$ cat src/rtl/demux1x2_tdm.sv
// ---------------------------------------------------------------------------
// demux1x2_tdm
//
// Two-channel time-division demultiplexer. This is the receive side of a
// mux2x1-driven link. The input stream alternates channel-0 and channel-1
// words. A frame-sync marker on a valid word identifies that word as
// channel 0. The block captures the channel-0 word, waits for its
// channel-1 partner, and then presents both words together with a
// one-cycle valid strobe.
//
// Parameters:
//   WIDTH       bit width of each channel word
//   CNT_W       width of the completed-pair counter
//
// Ports:
//   clk         rising-edge clock for all state
//   rst_n       asynchronous active-low reset; clears all state and outputs
//   din         multiplexed data word
//   din_valid   din is valid this cycle (nothing happens without it)
//   sync        qualified by din_valid; marks din as a channel-0 word
//   dout0       last completed channel-0 word (holds between strobes)
//   dout1       last completed channel-1 word (holds between strobes)
//   dout_valid  one-cycle strobe: dout0/dout1 were just updated
//   slot        channel expected for the next accepted word (0/1)
//   locked      a sync has been seen and slots are being tracked
//   err         sticky misalignment flag (sync seen where ch1 was due)
//   frame_cnt   number of completed pairs, wraps modulo 2^CNT_W
//
// Every output is either a register or a direct decode of the state
// register. No input reaches an output combinationally.
// ---------------------------------------------------------------------------
module demux1x2_tdm #(
    parameter int WIDTH = 1,
    parameter int CNT_W = 8
) (
    input  logic             clk,
    input  logic             rst_n,
    input  logic [WIDTH-1:0] din,
    input  logic             din_valid,
    input  logic             sync,
    output logic [WIDTH-1:0] dout0,
    output logic [WIDTH-1:0] dout1,
    output logic             dout_valid,
    output logic             slot,
    output logic             locked,
    output logic             err,
    output logic [CNT_W-1:0] frame_cnt
);

    // HUNT  : waiting for a sync-marked word; non-sync words are dropped.
    // SLOT0 : aligned, the next accepted word is channel 0.
    // SLOT1 : aligned, a channel-0 word is held in stage0 and its
    //         channel-1 partner is due next.
    typedef enum logic [1:0] {
        HUNT  = 2'd0,
        SLOT0 = 2'd1,
        SLOT1 = 2'd2
    } state_t;

    state_t           state;
    state_t           state_nxt;

    // Holds the channel-0 word until its channel-1 partner arrives, so that
    // dout0 and dout1 change together on the same edge.
    logic [WIDTH-1:0] stage0;
    logic [WIDTH-1:0] stage0_nxt;

    logic [WIDTH-1:0] dout0_nxt;
    logic [WIDTH-1:0] dout1_nxt;
    logic             dout_valid_nxt;
    logic             err_nxt;
    logic [CNT_W-1:0] frame_cnt_nxt;

    // -----------------------------------------------------------------------
    // State register and datapath registers
    // -----------------------------------------------------------------------
    // NOTE: every register, including the stage0 holding register, is
    // cleared by the asynchronous reset so that a reset mid-frame leaves no
    // partial pair behind; the new frame must start from a fresh sync.
    always_ff @(posedge clk or negedge rst_n) begin
        if (!rst_n) begin
            state      <= HUNT;
            stage0     <= '0;
            dout0      <= '0;
            dout1      <= '0;
            dout_valid <= 1'b0;
            err        <= 1'b0;
            frame_cnt  <= '0;
        end else begin
            // NOTE: non-blocking assignments here so every register samples
            // the values computed from the pre-edge state; blocking ones
            // would make the result depend on statement order.
            state      <= state_nxt;
            stage0     <= stage0_nxt;
            dout0      <= dout0_nxt;
            dout1      <= dout1_nxt;
            dout_valid <= dout_valid_nxt;
            err        <= err_nxt;
            frame_cnt  <= frame_cnt_nxt;
        end
    end

    // -----------------------------------------------------------------------
    // Next-state and next-value logic
    // -----------------------------------------------------------------------
    always_comb begin
        // NOTE: every signal written below gets a hold value first, so no
        // path through the case statement can leave one unassigned and
        // infer a latch.
        state_nxt      = state;
        stage0_nxt     = stage0;
        dout0_nxt      = dout0;
        dout1_nxt      = dout1;
        dout_valid_nxt = 1'b0;   // strobe lasts one cycle unless re-asserted
        err_nxt        = err;    // sticky: only reset clears it
        frame_cnt_nxt  = frame_cnt;

        // Without din_valid nothing moves; sync is meaningless on an
        // invalid cycle, so idle gaps never disturb alignment.
        if (din_valid) begin
            unique case (state)
                HUNT: begin
                    // Only a sync-marked word can start a frame.
                    if (sync) begin
                        stage0_nxt = din;
                        state_nxt  = SLOT1;
                    end
                end

                SLOT0: begin
                    // A sync here agrees with our alignment, so it is
                    // accepted exactly like an unmarked channel-0 word.
                    stage0_nxt = din;
                    state_nxt  = SLOT1;
                end

                SLOT1: begin
                    if (sync) begin
                        // The link says this is channel 0 but a channel-1
                        // word was due. Trust the marker: drop the pending
                        // word, restart the pair from din and flag it.
                        err_nxt    = 1'b1;
                        stage0_nxt = din;
                        state_nxt  = SLOT1;
                    end else begin
                        // Pair complete: publish both words together.
                        dout0_nxt      = stage0;
                        dout1_nxt      = din;
                        dout_valid_nxt = 1'b1;
                        frame_cnt_nxt  = frame_cnt + CNT_W'(1);
                        state_nxt      = SLOT0;
                    end
                end

                default: begin
                    // Unreachable encoding: fall back to searching for sync.
                    state_nxt = HUNT;
                end
            endcase
        end
    end

    // -----------------------------------------------------------------------
    // Decoded status outputs (straight from the state register)
    // -----------------------------------------------------------------------
    assign locked = (state != HUNT);
    assign slot   = (state == SLOT1);

endmodule

$ cat config.mk
export PLATFORM = sky130hd
export DESIGN_NAME = demux1x2_tdm
export DESIGN_NICKNAME = d
export VERILOG_FILES = /design/src/rtl/demux1x2_tdm.sv
export SDC_FILE = /design/constraint.sdc
export NUM_CORES = 1
export LEC_CHECK = 0
export ABC_AREA = 0
export BUFFER_PORTS_ARGS = -buffer_cell sky130_fd_sc_hd__buf_2
export CORE_AREA = 2 2 39 41
export CTS_CLUSTER_SIZE = 30
export DETAILED_ROUTE_END_ITERATION = 16
export DIE_AREA = 0 0 41 43
export PLACE_DENSITY = 0.72
export SLEW_MARGIN = 20
export SYNTH_ARGS = -nofsm -noshare
export SYNTH_HDL_FRONTEND = slang
export SYNTH_SLANG_ARGS = --single-unit
$ cat constraint.sdc
create_clock -name clk -period 4 [get_ports clk]
set_clock_uncertainty 0.1 [all_clocks]
set_input_delay 0.2 -clock clk [delete_from_list [all_inputs] [get_ports clk]]
set_output_delay 0.2 -clock clk [all_outputs]
set_load 0.01 [all_outputs]
==> impl_metrics.env, run 1 <==
export IMPL_synthesis_area_um2=654
export IMPL_cp_end_kind="register"
export IMPL_seq_area_frac_synth=0.574
export IMPL_final_area_um2=790
export IMPL_initial_utilization=0.473
export IMPL_clock_path_buffers=2
export IMPL_first_global_vias=407
export IMPL_hold_path_end="dout1$_DFFE_PN0P_"
export IMPL_routed_via_density=4.88
export IMPL_portBuffers=18
export IMPL_path_cells="nand4bb_1 > inv_1 > nand4_1 > xnor2_1"
export IMPL_r2r_setup_slack_ns=2.28
export IMPL_placed_cell_area_um2=753
export IMPL_period_share=0.431
export IMPL_cap_violations=0
export IMPL_cts_tree="done"
export IMPL_cts_setup_buffers=0
export IMPL_cts_sink_count=15
export IMPL_hold_violations=0
export IMPL_p_int_mw=0.298
export IMPL_power_share_combinational=0.309
export IMPL_ant_nets=0
export IMPL_drt_pass1_iterations=4
export IMPL_crit_fanout=9
export IMPL_gp_congestion=0.760
export IMPL_die_area_um2=1760
export IMPL_critical_path_arrival_ns=1.79
export IMPL_p_per_area_nw_per_um2=580
export IMPL_start_kind="register"
export IMPL_cpMaxStageDelayCell="nand4bb_1"
export IMPL_syn_area_per_cell_um2=11.5
export IMPL_fmax_mhz=580
export IMPL_reg2reg_to="frame_cnt[3]$_DFFE_PN0P_"
export IMPL_syn_to_final_growth_pct=20.6
export IMPL_holdPathStages=3
export IMPL_drt_wl_total_um=1100
export IMPL_synthCells=57
export IMPL_drc=0
export IMPL_drt_initial_drc_count=8
export IMPL_syn_nets=63
export IMPL_p_sw_mw=0.160
export IMPL_hold_path_startpoint="din"
export IMPL_relSlewSlack=0.704
export IMPL_cts_clk_slew_worst_paths_ns=0.08
export IMPL_min_path_type="input port to register"
export IMPL_vias=464
export IMPL_p_leak_nw=0.417
export IMPL_die_x_um=41
export IMPL_cpPeakStageDelay_ns=0.47
export IMPL_clk_latency_ns=0.28
export IMPL_wire_per_inst_um=11.6
export IMPL_gr_total_overflow=0
export IMPL_core_area_um2=1380
export IMPL_worst_pin_slew_ns=0.442
export IMPL_p_sw_frac=0.349
export IMPL_antenna_found_initial=0
export IMPL_final_min_clock_period_ns=1.72
export IMPL_power_frac_clock=0.181
export IMPL_vdd_ir_drop_max_v=0.000358
export IMPL_reg2reg_from="state[0]$_DFFE_PN0P_"
export IMPL_ys_seq_elements=15
export IMPL_p_seq_frac=0.510
export IMPL_grt_max_degree=16
export IMPL_numCtsBuffers=3
export IMPL_synth_cell_types=23
export IMPL_grt_pass1_wl_um=1640
export IMPL_clock_root_buffer="clkbuf_4"
export IMPL_drv_slew=0
export IMPL_rsz0062_at_grt="no"
export IMPL_crit_required_ns=4.07
export IMPL_std_cell_rows=14
export IMPL_yosysWarnings=0
export IMPL_layout_drive_gt1_share=0.316
export IMPL_pin_count=19
export IMPL_grtUsageTotal=0.143
export IMPL_outcome="completed"
export IMPL_hold_slack_ns=0.0243
export IMPL_htreeDepth=1
export IMPL_setup_viol=0
export IMPL_hpwl_um=808
export IMPL_nNetsFinal=86
export IMPL_r2r_cells=4
export IMPL_critPathKind="register to register"
export IMPL_antenna_cells=0
export IMPL_final_setup_tns_ns=0
export IMPL_die_h_um=43
==> stage by stage <==
step	power, mW	setup WS [ns]	std cells	util
global route	0.490	2.09	95	0.571
CTS	0.464	2.26	95	0.571
global placement	0.375	2.37	90	0.544
detailed placement	0.378	2.28	90	0.544
floorplan	0.320	2.66	57	-
finish	0.458	2.28	95	0.571
==> logic make-up after synthesis <==
logic type      count (synthesis)  synth area share
mux                             1            0.0172
simple gates                   25             0.214
buf+inv                         3            0.0287
xor+xnor                        7            0.0937
compound gates                  5            0.0535
flops                          15             0.574
fa+ha+maj                       1            0.0191
==> state kept, by name, summed over array words and instances, names as in the netlist <==
name	flops
frame_cnt	8
state	2
dout0	1
dout1	1
dout_valid	1
err	1
stage0	1
==> cell usage in the layout (no fill, tap or decap) <==
| cell type | n |
|---|---|
| nor4_4 | 1 |
| nand2b_1 | 1 |
| a21boi_0 | 1 |
| nand3_1 | 1 |
| clkbuf_1 | 1 |
| nand4bb_1 | 1 |
| nor3_1 | 2 |
| nor2_1 | 1 |
| ha_1 | 1 |
| a31o_2 | 1 |
| dfrtp_1 | 15 |
| nand2_1 | 13 |
| or2b_1 | 1 |
| inv_1 | 2 |
| buf_2 | 18 |
| clkbuf_4 | 3 |
| and2b_1 | 1 |
| mux2_2 | 1 |
| a31oi_1 | 1 |
| o21ai_0 | 1 |
| or2_2 | 1 |
| xor2_1 | 3 |
| o21a_1 | 1 |
| xnor2_1 | 4 |
| nand4_1 | 2 |
| dlygate4sd3_1 | 1 |
==> power by group through the flow <==
stage          registers [mW]  clock network, mW  logic (mW)
2_1_floorplan           0.247                  0      0.0729
3_3_place_gp            0.236                  0       0.140
3_5_place_dp            0.237                  0       0.141
4_1_cts                 0.234             0.0861       0.144
5_1_grt                 0.240             0.0938       0.156
6_report                0.234             0.0830       0.141
==> worst max path at each step <==
stage,slack (ns),to,from
6_report,2.28,frame_cnt[3]$_DFFE_PN0P_,state[0]$_DFFE_PN0P_
3_3_place_gp,2.37,frame_cnt[3]$_DFFE_PN0P_,state[0]$_DFFE_PN0P_
4_1_cts,2.26,frame_cnt[3]$_DFFE_PN0P_,state[0]$_DFFE_PN0P_
2_1_floorplan,2.66,frame_cnt[3]$_DFFE_PN0P_,state[0]$_DFFE_PN0P_
5_1_grt,2.09,frame_cnt[3]$_DFFE_PN0P_,state[0]$_DFFE_PN0P_
3_5_place_dp,2.28,frame_cnt[3]$_DFFE_PN0P_,state[0]$_DFFE_PN0P_
==> synth_stat cells <==
master,n,share of area
nor2_1,1,0.0057
or2_2,1,0.0096
nand2_1,13,0.075
nand4_1,2,0.019
nand4bb_1,1,0.017
mux2_2,1,0.017
and2b_1,1,0.011
nor4_4,1,0.033
a31oi_1,1,0.0096
xnor2_1,4,0.054
inv_1,2,0.011
dfrtp_1,15,0.57
ha_1,1,0.019
a31o_2,1,0.013
nand3_1,1,0.0076
a21boi_0,1,0.011
nand2b_1,1,0.0096
o21a_1,1,0.011
buf_6,1,0.017
nor3_1,2,0.015
or2b_1,1,0.011
o21ai_0,1,0.0076
xor2_1,3,0.040
==> timing repair <==
item / 4_1_cts / 5_1_grt
endpoints found under the hold margin: 15 / 0
hold buffers: 1 / 0
gates resized for setup: 0 / 0
==> area by class of cell <==
cell class	count	area, um2
Fill cell	130	594
Timing Repair Buffer	19	100
Tap cell	16	20.0
Inverter	2	7.51
Multi-Input combinational cell	39	260
Clock buffer	4	26.3
Sequential cell	15	375
==> routing by layer <==
| layer | routed length [um] | share of wire | vias to the layer above | global-route usage |
|---|---|---|---|---|
| li1 | - | - | 236 | - |
| met1 | 519 | 0.47 | 213 | 0.190 |
| met2 | 506 | 0.46 | 13 | 0.197 |
| met3 | 66 | 0.060 | 2 | 0.0471 |
| met4 | 12 | 0.011 | 0 | 0.0800 |
| met5 | 0 | 0 | - | 0 |
==> worst max-delay path: cells and delay by family, from the launching register on <==
kind                      cells  cell delay, ns
and+or+nand+nor               2            0.62
DFF                           1            0.43
buffers and inverters         1            0.31
xor gates and xnor gates      1            0.14
Power figures use the tool's default switching activity.
==> inputs of run 2 (changes only) <==
--- a/config.mk
+++ b/config.mk
@@ -7,11 +7,11 @@
 export LEC_CHECK = 0
 export ABC_AREA = 0
 export BUFFER_PORTS_ARGS = -buffer_cell sky130_fd_sc_hd__buf_2
-export CORE_AREA = 2 2 39 41
+export CORE_MARGIN = 2
+export CORE_UTILIZATION = 48
 export CTS_CLUSTER_SIZE = 30
 export DETAILED_ROUTE_END_ITERATION = 16
-export DIE_AREA = 0 0 41 43
-export PLACE_DENSITY = 0.72
+export PLACE_DENSITY = 0.71
 export SLEW_MARGIN = 20
 export SYNTH_ARGS = -nofsm -noshare
 export SYNTH_HDL_FRONTEND = slang
==> constraint.sdc (replaced) <==
create_clock -name clk -period 1.75 [get_ports clk]
set_clock_uncertainty 0.1 [all_clocks]
set_input_delay 0.0875 -clock clk [delete_from_list [all_inputs] [get_ports clk]]
set_output_delay 0.0875 -clock clk [all_outputs]
set_load 0.01 [all_outputs]
==> run 2 against run 1 <==
Net effect: worst hold slack better by 0.11 ns; die area down 5.0%; worst setup slack worse by 2.2 ns; first-iteration DRC count down 38%; global-route usage up 3.9 points; final cell count up 3.2%; combinational power up 140%; sequential power up 130%; clock power up 130%; clock-buffer cell count down 1; power up 130%; critical endpoint is now frame_cnt[4]$_DFFE_PN0P_.
==> impl_metrics.env, run 2 (synthesis results as in run 1) <==
export IMPL_gp_congestion=0.724
export IMPL_regArea_um2=375
export IMPL_die_area_um2=1670
export IMPL_largest_reg_flops=8
export IMPL_cts_sink_count=15
export IMPL_drv_slew=0
export IMPL_clock_root_buffer="clkbuf_4"
export IMPL_p_seq_frac=0.507
export IMPL_core_area_um2=1280
export IMPL_placed_cell_area_um2=759
export IMPL_n_fill_cell=106
export IMPL_crit_required_ns=1.82
export IMPL_nNetsFinal=90
export IMPL_initial_utilization=0.509
export IMPL_final_area_um2=832
export IMPL_p_leak_nw=0.437
export IMPL_p_sw_frac=0.356
export IMPL_fin_util=0.648
export IMPL_biggestRegsByFlops="frame_cnt x8, state x2"
export IMPL_grt_pass1_wl_um=1910
export IMPL_drt_pass1_iterations=4
export IMPL_wire_per_inst_um=12.3
export IMPL_syn_to_final_growth_pct=27.2
export IMPL_outcome="completed"
export IMPL_ant_nets=0
export IMPL_drt_wl_total_um=1210
export IMPL_gr_total_overflow=0
export IMPL_hold_violations=0
export IMPL_std_cell_rows=13
export IMPL_fmax_mhz=613
export IMPL_r2r_setup_slack_ns=0.19
export IMPL_multiInputGateArea_um2=265
export IMPL_crit_fanout=7
export IMPL_power_frac_clock=0.180
export IMPL_final_min_clock_period_ns=1.63
export IMPL_crit_buf_inv=3
export IMPL_start_kind="input port"
export IMPL_clock_path_buffers=2
export IMPL_p_sw_mw=0.380
export IMPL_cts_setup_buffers=0
export IMPL_critPathKind="input port to register"
export IMPL_antenna_found_initial=0
export IMPL_numCtsBuffers=3
export IMPL_first_global_vias=434
export IMPL_pin_count=19
export IMPL_routed_via_density=5.12
export IMPL_portBuffers=18
export IMPL_antenna_cells=0
export IMPL_layout_drive_gt1_share=0.337
export IMPL_cpLargestDelayFamily="buffers and inverters"
export IMPL_cap_violations=0
export IMPL_min_path_type="input port to async pin"
export IMPL_vias=502
export IMPL_rsz0062_at_grt="no"
export IMPL_final_cell_mix="buf_2, dfrtp_1, nand2_1"
export IMPL_final_common_cell="buf_2"
export IMPL_drc=0
export IMPL_hold_slack_ns=0.133
export IMPL_cts_tree="done"
export IMPL_path_cells="dlygate4sd3_1 > buf_2 > nand4bb_2 > inv_1 > nand4_1 > xnor2_1"
export IMPL_critical_path_arrival_ns=1.70
export IMPL_p_int_mw=0.687
export IMPL_worst_pin_slew_ns=0.341
export IMPL_cp_end_kind="register"
export IMPL_relSlewSlack=0.773
export IMPL_final_setup_tns_ns=0
export IMPL_setup_viol=0
export IMPL_hpwl_um=898
export IMPL_power_share_combinational=0.313
export IMPL_cpMaxStageDelayCell="dlygate4sd3_1"
export IMPL_cts_clk_slew_worst_paths_ns=0.09
export IMPL_clk_latency_ns=0.27
export IMPL_die_h_um=40.9
export IMPL_vdd_ir_drop_max_v=0.000726
export IMPL_die_x_um=40.9
export IMPL_cpPeakStageDelay_ns=0.53
export IMPL_grt_max_degree=16
export IMPL_grtUsageTotal=0.182
export IMPL_period_share=0.932
export IMPL_regMostFlops="frame_cnt"
export IMPL_p_per_area_nw_per_um2=1280
export IMPL_htreeDepth=1
export IMPL_drt_initial_drc_count=5
run 2: cell types whose count changed in the layout (fill, tap and decap cells not counted):
cell,previous run,this run
nand4bb_2,0,1
dlygate4sd3_1,1,4
buf_4,0,1
clkbuf_1,1,0
nand4bb_1,1,0
clkinv_2,0,1
run 2: area by class of cell:
| cell class | count | share of cell area |
|---|---|---|
| clock buffers | 3 | 0.0271 |
| clock inverters | 1 | 0.00602 |
| inverters | 2 | 0.00902 |
| multi-input cells | 39 | 0.319 |
| flip-flops and latches | 15 | 0.451 |
| well taps | 15 | 0.0226 |
| repair buffers | 23 | 0.165 |
run 2: layer usage:
metal / share of wire / GRT usage / routed length, um / vias up
li1: - / - / - / 249
met1: 0.48 / 0.229 / 573 / 240
met2: 0.47 / 0.277 / 572 / 13
met3: 0.050 / 0.0652 / 60 / 0
met4: 0 / 0.0750 / 0 / 0
met5: 0 / 0 / 0 / -
run 2: power groups by stage:
stage          sequential, mW  combinational (mW)  clock (mW)
6_report                0.541               0.334       0.193
3_5_place_dp            0.542               0.329           0
5_1_grt                 0.555               0.381       0.223
3_3_place_gp            0.538               0.325           0
4_1_cts                 0.537               0.337       0.199
2_1_floorplan           0.564               0.167           0
run 2: path summary, 6_finish.rpt:
kind | startpoint | cells past startpoint | end
max | sync | 6 | frame_cnt[4]$_DFFE_PN0P_
min | rst_n | 2 | frame_cnt[6]$_DFFE_PN0P_
max reg2reg | state[0]$_DFFE_PN0P_ | 4 | frame_cnt[4]$_DFFE_PN0P_
min reg2reg | frame_cnt[7]$_DFFE_PN0P_ | 1 | frame_cnt[7]$_DFFE_PN0P_
max in group asynchronous | rst_n | 2 | stage0$_DFFE_PN0P_
min in group clk | frame_cnt[7]$_DFFE_PN0P_ | 1 | frame_cnt[7]$_DFFE_PN0P_
run 2: per-stage QoR:
stage | instances | total power [mW] | setup slack (ns)
after floorplan | 57 | 0.731 | 0.408
after global placement | 90 | 0.863 | 0.176
after detailed placement | 90 | 0.872 | 0.108
after CTS | 98 | 1.07 | 0.0392
after global routing | 98 | 1.16 | 0.0708
final | 98 | 1.07 | 0.119
run 2: worst reg2reg max path, stage by stage, from the launching register on:
cell and delay, ns:
dfrtp_1 0.42, nand4bb_2 0.37, inv_1 0.25, nand4_1 0.16, xnor2_1 0.15
run 2: repair_timing:
item,in CTS,in global routing
gates resized for setup,0,1
hold buffers,4,0
endpoints found under the hold margin,20,0
setup endpoints to repair,0,3
